===== src/rtl/ysyx_22050550_score_board_cnt.sv =====
// Register-hazard scoreboard with a pending-write counter per architectural register.
// Optional macro SCORE_BOARD_BYPASS_EN hides busy when the last pending write is retiring this cycle.
module ysyx_22050550_score_board_cnt #(
   parameter int NREG  = 32,
   parameter int AW    = 5,
   parameter int CNT_W = 2,
   parameter int NWB   = 2
) (
   input  logic              clock,
   input  logic              reset,
   input  logic              io_IDU_valid,
   input  logic [AW-1:0]     io_IDU_raddr1,
   input  logic [AW-1:0]     io_IDU_raddr2,
   input  logic [AW-1:0]     io_IDU_waddr,
   input  logic              io_IDU_wen,
   input  logic              io_IDU_fire,
   output logic              io_IDU_busy1,
   output logic              io_IDU_busy2,
   output logic              io_IDU_full,
   input  logic [NWB*AW-1:0] io_WBU_waddr,
   input  logic [NWB-1:0]    io_WBU_wen,
   input  logic              io_flush,
   output logic              io_err
);

   // Wide enough to hold cnt + 1 and a decrement of up to four ports without wrapping.
   localparam int W = CNT_W + 3;
   localparam logic [W-1:0] MAXW = W'((1 << CNT_W) - 1);

   logic [CNT_W-1:0] cnt_q    [NREG];
   logic [CNT_W-1:0] cnt_next [NREG];
   logic             err_q;
   logic             err_next;

   logic [CNT_W-1:0] cnt_r1, cnt_r2, cnt_w;
   logic             wb_hit1, wb_hit2;

   always_comb begin
      logic          inc;
      logic [W-1:0]  dec;
      logic [W-1:0]  sum;
      err_next = err_q;
      inc = 1'b0;
      dec = '0;
      sum = '0;
      for (int i = 0; i < NREG; i++) begin
         cnt_next[i] = '0;
         if (i != 0) begin
            inc = io_IDU_fire & io_IDU_wen & (io_IDU_waddr == AW'(i));
            dec = '0;
            for (int k = 0; k < NWB; k++)
               if (io_WBU_wen[k] && io_WBU_waddr[k*AW +: AW] == AW'(i))
                  dec = dec + W'(1);
            sum = W'(cnt_q[i]) + W'(inc);
            // Out-of-balance traffic clamps the counter and raises the sticky error.
            if (dec > sum) begin
               cnt_next[i] = '0;
               err_next    = 1'b1;
            end else if (sum - dec > MAXW) begin
               cnt_next[i] = CNT_W'(MAXW);
               err_next    = 1'b1;
            end else begin
               cnt_next[i] = CNT_W'(sum - dec);
            end
         end
      end
   end

   always_ff @(posedge clock) begin
      if (reset) begin
         for (int i = 0; i < NREG; i++) cnt_q[i] <= '0;
         err_q <= 1'b0;
      end else begin
         for (int i = 0; i < NREG; i++) cnt_q[i] <= io_flush ? '0 : cnt_next[i];
         err_q <= err_next;
      end
   end

   // Address decode of counters; x0 and addresses beyond NREG read as zero.
   always_comb begin
      cnt_r1  = '0;
      cnt_r2  = '0;
      cnt_w   = '0;
      wb_hit1 = 1'b0;
      wb_hit2 = 1'b0;
      for (int i = 1; i < NREG; i++) begin
         if (io_IDU_raddr1 == AW'(i)) cnt_r1 = cnt_q[i];
         if (io_IDU_raddr2 == AW'(i)) cnt_r2 = cnt_q[i];
         if (io_IDU_waddr  == AW'(i)) cnt_w  = cnt_q[i];
      end
      for (int k = 0; k < NWB; k++) begin
         if (io_WBU_wen[k] && io_WBU_waddr[k*AW +: AW] == io_IDU_raddr1) wb_hit1 = 1'b1;
         if (io_WBU_wen[k] && io_WBU_waddr[k*AW +: AW] == io_IDU_raddr2) wb_hit2 = 1'b1;
      end
   end

   logic bypass1, bypass2;
`ifdef SCORE_BOARD_BYPASS_EN
   assign bypass1 = wb_hit1 & (cnt_r1 == CNT_W'(1));
   assign bypass2 = wb_hit2 & (cnt_r2 == CNT_W'(1));
`else
   assign bypass1 = 1'b0;
   assign bypass2 = 1'b0;
`endif

   assign io_IDU_busy1 = io_IDU_valid & (cnt_r1 != '0) & ~bypass1;
   assign io_IDU_busy2 = io_IDU_valid & (cnt_r2 != '0) & ~bypass2;
   assign io_IDU_full  = io_IDU_valid & io_IDU_wen & (W'(cnt_w) == MAXW);
   assign io_err       = err_q;

endmodule


===== config.mk =====
export PLATFORM = sky130hd
export DESIGN_NAME = ysyx_22050550_score_board_cnt
export DESIGN_NICKNAME = d
export VERILOG_FILES = /design/src/rtl/ysyx_22050550_score_board_cnt.sv
export SDC_FILE = /design/constraint.sdc
export NUM_CORES = 1
export LEC_CHECK = 0
export BUFFER_PORTS_ARGS = -buffer_cell sky130_fd_sc_hd__buf_2
export CAP_MARGIN = 20
export CORE_ASPECT_RATIO = 0.5
export CORE_UTILIZATION = 45
export CTS_CLUSTER_SIZE = 40
export DETAILED_ROUTE_END_ITERATION = 7
export PLACE_DENSITY_LB_ADDON = 0.2
export SLEW_MARGIN = 20
export SYNTH_ARGS = -nofsm -noshare
export SYNTH_HDL_FRONTEND = slang
export SYNTH_SLANG_ARGS = --single-unit

===== constraint.sdc =====
create_clock -name clock -period 6.1 [get_ports clock]
set_input_delay 1.22 -clock clock [delete_from_list [all_inputs] [get_ports clock]]
set_output_delay 1.22 -clock clock [all_outputs]
set_load 0.01 [all_outputs]

Yosys cells after proc, flatten, opt, wreduce, memory -nomap -nowiden

Memory sizes are Yosys's and may differ from the RTL's.
Index checks and enable logic that the tools add are counted.

Add/sub/neg operators: 93
Multiply operators: 0
Divide/modulo/power cells: 0
Order comparisons: 62
Equality and inequality tests: 156
Shift operators: 0
Muxes and demuxes: 345
Bitwise logic cells: 68
Reductions and logical operators: 65

Operator list:

| cell                                                | number |
|---|---|
| two-way mux 2 bit                                   | 218 |
| == test 5 bit (second input constant)               | 80 |
| == test 5 x 4 -> 1 bit (second input constant)      | 40 |
| adder 5 x 1 -> 5 bit (second input constant)        | 31 |
| > comparator 5 x 2 -> 1 bit (second input constant) | 31 |
| > comparator 5 x 3 -> 1 bit                         | 31 |
| two-way mux 5 bit                                   | 31 |
| subtractor 3 x 5 -> 5 bit                           | 31 |
| == test 5 x 3 -> 1 bit (second input constant)      | 20 |
| two-way mux 1 bit                                   | 96 |
| adder 2 x 1 -> 3 bit                                | 31 |
| logical AND 1 bit                                   | 62 |
| nonzero test 62 bit                                 | 1 |
| == test 5 x 2 -> 1 bit (second input constant)      | 10 |
| bitwise AND 1 bit                                   | 36 |
| bitwise OR 1 bit                                    | 32 |
| == test 5 x 1 -> 1 bit (second input constant)      | 5 |
| nonzero test 2 bit                                  | 2 |
| == test 2 bit (second input constant)               | 1 |

Flip-flop bits (word level): 1
Bits in latches: 0
Memory bits (writable): 64
Memory bits (read-only): 0
Input bits: 33
Output and inout bits: 4
Logic and storage cells: 791
Memories: 1

Memory list:

| name  | words | bits a word | read ports | clocked after memory_dff | wr ports | RTL line | RTL |
|---|---|---|---|---|---|---|---|
| cnt_q | 32    | 2           | 31         | 0                        | 32       | 30       | `logic [CNT_W-1:0] cnt_q [NREG];` |

Logic depth before layout (Yosys ltp)

Word-level depth: 69
Gate-level depth with buffers: 16
Depth with buffers taken out: 14

Worst setup path after synthesis

No wires, ideal clock.

Kind: input-to-reg
Start: input io_IDU_waddr[0]
End: register err_q (netlist: io_err)
Setup time: 0.129 ns
Arrival time: 4.060 ns
Required time: 5.971 ns
Slack: 1.911 ns
Stages: 15
Buffers on the path: 3
Cell sequence: buf_2 > buf_2 > buf_2 > nand4_1 > nor2_1 > ha_1 > ha_1 > inv_1 > fa_1 > ha_1 > nor2b_1 > nand4_1 > or4_1 > nor2_1 > a31oi_1

Word-level cells in the longest chain between the ends: 65
Elaborated cells on any way between the ends: 248
Those cells by class: add/sub: 62; order compare: 62; eq/ne: 31; mux: 61; bitwise: 31; reduce/logical: 1

RTL lines:

| element                                                                  | RTL line | RTL |
|---|---|---|
| from (decl)                                                              | 14       | `input logic [AW-1:0] io_IDU_waddr,` |
| == test 5 x 2 -> 1 bit or == test 5 x 1 -> 1 bit (tied branches)         | 49       | `inc = io_IDU_fire & io_IDU_wen & (io_IDU_waddr == AW'(i));` |
| bitwise AND 1 bit                                                        | 49       |  |
| adder 2 x 1 -> 3 bit                                                     | 54       | `sum = W'(cnt_q[i]) + W'(inc);` |
| subtractor 3 x 5 -> 5 bit or > comparator 5 x 3 -> 1 bit (tied branches) | --       |  |
| > comparator 5 x 2 -> 1 bit or two-way mux 1 bit (tied branches)         | 59, 56   |  |
| two-way mux 1 bit                                                        | 59       | `end else if (sum - dec > MAXW) begin` |
| two-way mux 1 bit                                                        | 56       | `if (dec > sum) begin` |
| two-way mux 1 bit                                                        | 59       |  |
| (+49 left out)                                                           | --       |  |
| two-way mux 1 bit                                                        | 59       |  |
| two-way mux 1 bit                                                        | 56       |  |
| two-way mux 1 bit                                                        | 59       |  |
| two-way mux 1 bit                                                        | 56       |  |
| two-way mux 1 bit                                                        | 59       |  |
| two-way mux 1 bit                                                        | 56       |  |
| two-way mux 1 bit                                                        | 59       |  |
| two-way mux 1 bit                                                        | 56       |  |
| to (signal assigned)                                                     | 75       | `err_q <= err_next;` |
| to (decl)                                                                | 32       | `logic err_q;` |

Several ways; a longest one is shown, not always the timed one.
A chain may end at the register's enable or synchronous reset.

Worst setup path after layout

Ends and elaborated chain as after synthesis.

==> flow_summary.ini <==
[outcome]
status = finished, final reports clean

[clock_network]
holdBufCountCts = 0
htreeDepth = 3
cts_setup_buffers = 0
cts_tree = done
clkLatencyLatePin_ns = 0.34
clock_path_buffers = 2
root_buffer = clkbuf_16
cts.sinks = 63
numCtsBuffers = 9
path_clk_slew_ns = 0.05
cts.repair.resized = 0

[power]
ir_drop_v = 0.000111
p_leak_uw = 0.00402
p_total_uw = 1250
powerDensity_mw_per_mm2 = 129

[yosys]
synth-xor-area-share_pct = 0
yosys_most_used_dff = dfxtp_1
synth-edff-count = 0
synth_area_mm2 = 0.00919
synthMuxAreaShare_pct = 2.75
synthAdderAreaFrac_pct = 34.6
yosys_warnings = 0
synthSimpleGateAreaFrac_pct = 21.2
synth_nets = 1422
yosys.cell_count.top_type = inv_1
synthTopCellsByArea = ha_1 (21%), dfxtp_1 (14%), fa_1 (14%), inv_1 (6.6%), nor2_1 (5.7%)
synth_compound_area_share_pct = 18.2
ys_ff_latch = 63
syn_area_per_cell_um2 = 7.84
synthDistinctLibCells = 69
synth_common_cells = inv_1 (161), ha_1 (155), nor2_1 (140)
synthCells = 1172
seq_area_frac_synth_pct = 13.7
synth_top_family_by_area = adder cells
synthArstFlopShare_pct = 0
synth_top_area_share_pct = 21.1
yosys.area.top_type = ha_1

[worst_hold_path]
hold_start = cnt_q[0][18]
hold_path.class = reg2reg

[route]
drc_errors = 0
ant_nets = 0
via_count = 8993
via_per_inst = 6.21
post_drt_wl_per_cell_um = 23.2
drt_iter0_drc = 962
first_pass_iters = 6
drt-total-wl_mm = 33.6

[global_route]
grt_pass1_vias = 8469
grt_first_pass_wirelength_mm = 50.6
grt_overflow_total = 0
grt_usage_pct = 32.8
antenna_found_initial = 1
grt_max_degree = 43

[die]
fp.dieH_um = 103
start_util_pct = 46.6
coreArea_mm2 = 0.0197
num_rows = 36
die_width_um = 204
die_area_mm2 = 0.0210
ios = 37

[sta]
drv_slew = 0
fin_tns_setup_ns = 0
period_share_pct = 79.0
setup_viol = 0
tightest_slew_ns = 0.718
rsz0062_at_grt = no
post-route-min-period_ns = 4.82
hold_slack_ns = 0.836
max_slew_margin_pct = 51.7
skew_ns = 0.00199
max_freq_mhz = 207
hold_viol_final = 0

[setup_path]
endpoint_kind = flip-flop
cp.required_ns = 6.31
startpoint = io_IDU_waddr[0]
r2r_start = cnt_q[0][44]
critPathSlowestCell = nor2_1
cpMostUsedCell = ha_1
crit_arrival_ns = 5.03
cpLargestDelayFamily = simple AND/OR/NAND/NOR gates
slowest_delay_ns = 0.55
crit_chain = buf_2 > nor2_1 > nand3_1 > nor2_1 > ha_1 > ha_1 > inv_1 > fa_1 > ha_1 > nor2b_1 > nand4_1 > nor4_1 > nand4_1 > nor3_1 > a31oi_1
cp-start-kind = input port
timing_worst_setup_path_type = in2reg
path_buf_inv = 2
cp_max_fo = 21

[placement]
place_hpwl_mm = 27.0
portBuffers = 36
globalplace.congestion = 1.01
dpl-instance-area_mm2 = 0.00947

[cells_and_area]
final_layout_size_suffix_gt1_share_pct = 6.35
fin_area_mm2 = 0.00975
area_delta_synth_final_pct = 6.06
layout.nets = 1427

[job]
cap_violations = 0
[path summary, 6_finish.rpt]
path	to	slack (ns)	cells after the start
max	io_err	1.28	15
min	cnt_q[0][18]	0.84	4
max reg2reg	io_err	2.85	11
min reg2reg	cnt_q[0][18]	0.84	4
[metal layers]
| metal | global-route usage (%) | wire [um] | share of wire [%] | vias up |
|---|---|---|---|---|
| met1 | 47.5 | 14500 | 43 | 4325 |
| met5 | 0 | 13 | 0.039 | - |
| met4 | 8.67 | 761 | 2.3 | 2 |
| met2 | 48.3 | 13500 | 40 | 520 |
| li1 | - | - | - | 4085 |
| met3 | 7.96 | 4740 | 14 | 61 |
[through the flow]
stage                     util, %  cells  worst slack, ns
after floorplan                 -   1172             1.91
after global placement       48.0   1432             1.01
after detailed placement     48.0   1432            0.987
after CTS                    49.4   1447             1.33
after global routing         49.4   1447             1.06
final                        49.4   1448             1.28
[worst register-to-register path, stage by stage (launching register included)]
cell and delay [ns]:
dfxtp_1 0.45, ha_1 0.30, ha_1 0.28, inv_1 0.05, fa_1 0.41, ha_1 0.27
nor2b_1 0.34, nand4b_1 0.15, nor4_1 0.27, nand4_1 0.12, nor3_1 0.34, a31oi_1 0.12
[cells by family (layout without fill, tap and decap cells)]
| family | Yosys count | after routing |
|---|---|---|
| simple gates | 398 | 398 |
| flops | 63 | 63 |
| other cells | 0 | 1 |
| buf+inv | 209 | 218 |
| compound gates | 262 | 262 |
| fa+ha+maj | 217 | 217 |
| mux | 23 | 23 |
[state kept, by name, summed over array words and instances, names as in the netlist]
| signal | count |
|---|---|
| cnt_q | 62 |
| io_err | 1 |
[where the power goes]
| part | total (uW) | leakage (uW) | internal [uW] | switching (uW) |
|---|---|---|---|---|
| clock network | 499 | 0.000136 | 307 | 192 |
| registers | 455 | 0.000510 | 423 | 31.6 |
| logic | 300 | 0.00337 | 103 | 197 |
[area by class of cell]
class / count / area [um^2]
fillers: 1906 / 9980
multi-input cells: 900 / 7050
flip-flops and latches: 63 / 1260
inverters: 163 / 612
well taps: 266 / 333
clock buffers: 15 / 278
repair buffers: 40 / 210
diodes: 1 / 2.50
[cells in the final DEF (no fill, tap or decap), types with 7 or more instances in the layout]
| cell | Yosys | routed |
|---|---|---|
| a211oi_1 | 9 | 9 |
| a21oi_1 | 98 | 98 |
| a22oi_1 | 9 | 9 |
| a31oi_1 | 11 | 11 |
| buf_2 | 20 | 36 |
| clkbuf_16 | 0 | 9 |
| dfxtp_1 | 63 | 63 |
| fa_1 | 62 | 62 |
| ha_1 | 155 | 155 |
| inv_1 | 161 | 161 |
| mux2_2 | 8 | 8 |
| mux2i_1 | 14 | 14 |
| nand2_1 | 74 | 74 |
| nand2b_1 | 23 | 23 |
| nand3_1 | 23 | 23 |
| nand4_1 | 23 | 23 |
| nor2_1 | 140 | 139 |
| nor2b_1 | 54 | 54 |
| nor3_1 | 20 | 20 |
| o211ai_1 | 9 | 9 |
| o21ai_0 | 36 | 36 |
| o31ai_1 | 38 | 38 |
| o32ai_1 | 7 | 7 |
Note: power is estimated with default switching activity, not from simulation.
